## src/rtl/mac_vec_accumulator.sv

```systemverilog
// Q4.4 x Q4.4 dot-product accumulator into a signed Q10.8 sum with valid/ready result port.
// Define ACC_SATURATE_EN to clamp the sum and report ovf; otherwise the sum wraps.
module mac_vec_accumulator #(
    parameter int IN_W    = 8,
    parameter int ACC_W   = 18,
    parameter int MAX_LEN = 64,
    parameter int CNT_W   = 7
) (
    input  logic             clk,
    input  logic             rst,
    input  logic             in_valid,
    output logic             in_ready,
    input  logic [IN_W-1:0]  in_a,
    input  logic [IN_W-1:0]  in_b,
    input  logic             in_last,
    output logic             acc_valid,
    input  logic             acc_ready,
    output logic [ACC_W-1:0] acc,
    output logic             ovf
);

    localparam int PROD_W = 2 * IN_W;
`ifdef ACC_SATURATE_EN
    localparam int NXT_W = ACC_W + 1;
`else
    localparam int NXT_W = ACC_W;
`endif

    typedef enum logic {
        ACCUM,
        HOLD
    } state_t;

    state_t             state;
    logic [ACC_W-1:0]   sum;
    logic [CNT_W-1:0]   count;
    logic [PROD_W-1:0]  prod;
    logic [NXT_W-1:0]   nxt;
    logic [ACC_W-1:0]   nxt_fit;
    logic               beat;
    logic               done;
    logic               release_hs;

    assign beat       = in_valid & in_ready;
    assign release_hs = (state == HOLD) & acc_ready;
    assign done       = in_last | (count == CNT_W'(MAX_LEN - 1));
    assign prod       = PROD_W'($signed(in_a) * $signed(in_b));

    // Both operands sign-extended to the adder width before summing.
    assign nxt = {{(NXT_W - ACC_W){sum[ACC_W-1]}}, sum}
               + {{(NXT_W - PROD_W){prod[PROD_W-1]}}, prod};

`ifdef ACC_SATURATE_EN
    logic clamp;
    logic ovf_q;

    // Top two bits disagree exactly when the wide sum left the ACC_W range.
    assign clamp = nxt[ACC_W] ^ nxt[ACC_W-1];

    always_comb begin
        nxt_fit = nxt[ACC_W-1:0];
        if (clamp) begin
            nxt_fit = nxt[ACC_W] ? {1'b1, {(ACC_W-1){1'b0}}}
                                 : {1'b0, {(ACC_W-1){1'b1}}};
        end
    end

    always_ff @(posedge clk) begin
        if (rst) begin
            ovf_q <= 1'b0;
        end else if (release_hs) begin
            ovf_q <= 1'b0;
        end else if (beat && clamp) begin
            ovf_q <= 1'b1;
        end
    end

    assign ovf = ovf_q;
`else
    assign nxt_fit = nxt;
    assign ovf     = 1'b0;
`endif

    always_ff @(posedge clk) begin
        if (rst) begin
            state     <= ACCUM;
            sum       <= '0;
            count     <= '0;
            in_ready  <= 1'b1;
            acc_valid <= 1'b0;
            acc       <= '0;
        end else begin
            unique case (state)
                ACCUM: begin
                    if (beat) begin
                        sum   <= nxt_fit;
                        acc   <= nxt_fit;
                        count <= count + 1'b1;
                        if (done) begin
                            state     <= HOLD;
                            in_ready  <= 1'b0;
                            acc_valid <= 1'b1;
                        end
                    end
                end
                HOLD: begin
                    // acc keeps the finished sum until the next beat lands.
                    if (acc_ready) begin
                        state     <= ACCUM;
                        sum       <= '0;
                        count     <= '0;
                        in_ready  <= 1'b1;
                        acc_valid <= 1'b0;
                    end
                end
            endcase
        end
    end

endmodule

```

## config.mk

```make
export PLATFORM = sky130hd
export DESIGN_NAME = mac_vec_accumulator
export DESIGN_NICKNAME = d
export VERILOG_FILES = /design/src/rtl/mac_vec_accumulator.sv
export SDC_FILE = /design/constraint.sdc
export NUM_CORES = 1
export LEC_CHECK = 0
export BUFFER_PORTS_ARGS = -buffer_cell sky130_fd_sc_hd__buf_4
export CAP_MARGIN = 0
export CORE_MARGIN = 5
export CORE_UTILIZATION = 45
export CTS_CLUSTER_SIZE = 20
export DETAILED_ROUTE_END_ITERATION = 12
export GPL_TIMING_DRIVEN = 0
export REMOVE_ABC_BUFFERS = 1
export SLEW_MARGIN = 20
export SYNTH_ARGS = -nofsm -noshare
export SYNTH_HDL_FRONTEND = slang
export SYNTH_SLANG_ARGS = --single-unit
```

## constraint.sdc

```tcl
create_clock -name clk -period 9.7 [get_ports clk]
set_input_delay 0.485 -clock clk [delete_from_list [all_inputs] [get_ports clk]]
set_output_delay 0.485 -clock clk [all_outputs]
set_load 0.02 [all_outputs]
```

### Yosys cells after proc, flatten, opt, wreduce, memory -nomap -nowiden

Index checks and enable logic that the tools add are counted.

* $add $sub $neg: 2
* eq/ne operators: 4
* multipliers: 1
* reduce and logical (&&, ||, !) cells: 3
* multiplexer cells: 18
* bitwise gates (word level): 3

Operators with widths (number)
* $mux W18: 2
* $pmux W18 S2: 1
* $add A18 B18 Y18: 1
* $mul A8 B8 Y16: 1
* $mux W7: 2
* $pmux W7 S2: 1
* $mux W1: 9
* $add A7 B1 Y7 const B: 1
* $eq A7 B6 Y1 const B: 1
* $ne A2 B2 Y1 const B: 3
* $pmux W1 S2: 3
* $reduce_and A2 Y1: 2
* $reduce_and A3 Y1: 1
* $and A1 B1 Y1: 1
* $not A1 Y1: 1
* $or A1 B1 Y1: 1

* register bits after elaboration: 46
* input port bits: 21

### Depth between registers and ports, before layout

* word-level depth: 5
* gate-level depth with buffers: 26

### Worst setup path after synthesis

No wires, ideal clock.

* path type: input -> register
* start: input in_a[3]
* end: register acc[17]
* cell stages on the path: 24
* setup slack: 3.988 ns
* arrival time: 5.596 ns
* path buffers: 0
* path through: and2_1 fa_1 inv_1 fa_1 inv_1 fa_1 inv_1 fa_1 inv_1 ha_1 a21oi_1 o21bai_1 a21oi_1 o21ai_0 a21o_1 a21oi_1 xnor2_1 ha_1 a2111oi_0 nor2_1 a21oi_1 xnor2_1 mux2i_1 a31o_1

* cells in the longest elaborated chain, start to end: 2

RTL lines
* from (decl): line 13 `input logic [IN_W-1:0] in_a,`
* $mul A8 B8 Y16: line 47 `assign prod = PROD_W'($signed(in_a) * $signed(in_b));`
* $add A18 B18 Y18: line 51 `+ {{(NXT_W - PROD_W){prod[PROD_W-1]}}, prod};`
* to (signal assigned): line 97 `acc <= nxt_fit;`
* to (decl): line 18 `output logic [ACC_W-1:0] acc,`

Every way passes these cells.
A chain may end at the register's enable or synchronous reset.

### Worst setup path in the final report

Same ends and word-level chain as after synthesis.

==> results.json <==
{
  "cts_hold_buf": 0,
  "cp-start-kind": "primary input",
  "fin_crit_sh_pct": 62.8,
  "avgRoutedWirePerCell_um": 12.6,
  "setup_tns_ps": 0,
  "synthAdderAreaFrac_pct": 34.9,
  "synth_compound_area_share_pct": 13.6,
  "hold_viol": 0,
  "antenna_cells": 0,
  "min_path_type": "reg2reg",
  "ios": 42,
  "stdcell_count": 756,
  "vias_per_cell": 5.05,
  "synthCells": 578,
  "grt_pass1_wl_mm": 16.8,
  "clk_pin_slew_ps": 90,
  "post-cts-setup-buffers": 0,
  "grt-ovfl-total": 0,
  "final-setup-viol-count": 0,
  "die_y_um": 114,
  "vias": 3819,
  "synth.ff_latch_count": 46,
  "rows": 38,
  "synth_xor_area_share_pct": 6.26,
  "ys_async_sr_fraction_pct": 0,
  "gp_congestion": 0.765,
  "cp.arrival_ps": 6340,
  "postSynthAreaPerCell_sq_um": 8.47,
  "grt_usage_pct": 15.3,
  "dr_wl_met3_um": 171,
  "drt-initial-drc-count": 208,
  "totalWireLength_mm": 9.55,
  "synth_top_family_by_area": "adder cells",
  "max_cap_viol_count": 0,
  "grt_pass1_vias": 3759,
  "htree_num_levels": 2,
  "critPathRequiredTime_ps": 9940,
  "synth_top_cell_area_share_pct": 22.9,
  "slew_viol_final": 0,
  "m1WireLength_mm": 4.38,
  "placed_cells": 748,
  "dieArea_sq_um": 13100,
  "clock_power_share_pct": 7.3,
  "fill_cells": 1077,
  "p_leak_nw": 2.68,
  "ant_nets": 0,
  "relSlewSlack_pct": 29.7,
  "die_w_um": 114,
  "top_layer": "met4",
  "synth-simple-area-share_pct": 17.4,
  "antenna_found_initial": 0,
  "synth_area_leaders": "fa_1 23%, dfxtp_1 19%, ha_1 12%",
  "post-route-min-period_ps": 6100,
  "drc_errors": 0,
  "synthMuxAreaShare_pct": 0.409,
  "design.core.area_sq_um": 10700,
  "yosysSeqAreaShare_pct": 18.8,
  "yosys.cell_types.count": 48,
  "p_int_mw": 0.959,
  "area_growth_pct": 10.8,
  "cts_tree": "yes",
  "grt_max_degree": 35,
  "clock_path_buffers": 2,
  "cts_sinks": 46,
  "synth_top_area_cell": "fa_1",
  "switching_share_pct": 49.4,
  "synth_edf_count": 0,
  "post-dp-hpwl_mm": 7.89,
  "fmax_mhz": 164,
  "status": "complete, no violations",
  "layout.nets": 739,
  "insertion_delay_ps": 290,
  "p_seq_share_pct": 13.7,
  "reg2reg_depth": 4,
  "syn-cell-area_sq_um": 4890,
  "critical_path_class": "in2reg",
  "synth_ff_type": "dfxtp_1",
  "clock_skew_ps": 7.52,
  "first_pass_iters": 4,
  "worstMarginPinSlew_ps": 1050,
  "cts_buffers": 5,
  "p_sw_mw": 0.937,
  "critPathCaptureType": "flip-flop",
  "rsz0062_at_grt": "false",
  "combinationalPowerShare_pct": 79.0,
  "portBuffers": 40,
  "cts-resized-gates": 0,
  "crit_fanout": 8,
  "vdd_drop_max_v": 0.000191,
  "synth_warnings": 0,
  "root_buffer": "clkbuf_8",
  "initial_core_util_pct": 45.5,
  "whs_path_depth": 2,
  "power_density_nw_per_um2": 350,
  "dr_wl_met2_mm": 4.94,
  "drive_above_1_share_pct": 9.25
}
==> Yosys cell counts, types with 3 or more instances <==
master / instances
o21ai_0: 10
dfxtp_1: 46
nor2_1: 42
o21ai_2: 4
nand2b_1: 4
ha_1: 47
a21o_1: 8
fa_1: 56
and2_1: 43
inv_1: 97
xnor2_1: 24
clkbuf_1: 6
a31oi_1: 3
xor2_1: 11
nor3_1: 7
nand2_1: 68
o21a_1: 5
nand3b_1: 3
nand4_1: 5
a21oi_1: 52
==> state kept, by name, indices dropped and copies added (netlist names) <==
name	count
acc	18
count	7
acc_valid	1
sum	18
state	1
in_ready	1
==> layer usage <==
layer / vias to the layer above / track usage [%]
met4: 0 / 1.90
li1: 1920 / -
met5: - / 0
met3: 6 / 1.96
met1: 1846 / 20.4
met2: 47 / 27.4
==> final cells by class <==
| type | instances | area, sq um | area share (%) |
|---|---|---|---|
| clock inverters | 1 | 30.0 | 0.554 |
| repair buffers | 40 | 300 | 5.54 |
| flip-flops and latches | 46 | 921 | 17.0 |
| inverters | 97 | 364 | 6.71 |
| multi-input cells | 425 | 3560 | 65.6 |
| clock buffers | 7 | 76.3 | 1.41 |
| well taps | 140 | 175 | 3.23 |
==> layout by cell type (no fill, tap or decap), types with 24 or more instances in the layout <==
cell type,netlist,routed
and2_1,43,43
nor2_1,42,42
fa_1,56,56
xnor2_1,24,24
inv_1,97,97
dfxtp_1,46,46
ha_1,47,47
buf_4,2,40
a21oi_1,52,52
nand2_1,68,68
==> stage by stage <==
step           utilization (%)  power (mW)  area (sq um)  hold WS [ps]  setup slack, ps
6_report                  50.5        1.90          5420           451             3600
3_5_place_dp              49.5        1.75          5320           440             3390
4_1_cts                   50.5        1.91          5420           454             3680
5_1_grt                   50.5        2.11          5420           482             3230
2_1_floorplan                -        1.47          4840           422             3990
3_3_place_gp              49.5        1.73          5320           435             3510
==> logic make-up after synthesis <==
family	Yosys count
mux	2
buf+inv	107
simple gates	180
flops	46
fa+ha+maj	103
compound gates	104
xor+xnor	35
other cells	1
==> final timing paths <==
check	from	end	slack, ps
worst max-delay path	in_a[3]	acc[17]$_SDFFE_PP0P_	3600
worst min-delay path	acc[7]$_SDFFE_PP0P_	acc[7]$_SDFFE_PP0P_	450
worst max register to register	state$_SDFF_PP0_	in_ready$_SDFFE_PP1P_	7080
worst min register to register	acc[7]$_SDFFE_PP0P_	acc[7]$_SDFFE_PP0P_	450
==> worst max-delay path, cell delays in order <==
cell and delay [ps]:
buf_4 140, and2_1 170, fa_1 530, inv_1 50
fa_1 490, inv_1 60, fa_1 520, inv_1 50
fa_1 520, inv_1 40, ha_1 330, a21oi_1 230
o21bai_1 90, a21oi_1 250, o21ai_0 190, a21o_1 210
a21oi_1 170, xnor2_1 150, ha_1 320, a2111oi_0 500
nor2_1 80, a21oi_1 200, xnor2_1 170, mux2i_1 260
a31o_1 120
==> power by group through the flow <==
stage / clock, mW / sequential (mW) / combinational, mW
final: 0.139 / 0.259 / 1.50
after floorplan: 0 / 0.282 / 1.19
after detailed placement: 0 / 0.264 / 1.49
after global routing: 0.151 / 0.264 / 1.69
after global placement: 0 / 0.263 / 1.46
after CTS: 0.144 / 0.259 / 1.51
No activity file was read; power rests on OpenSTA's default activity.
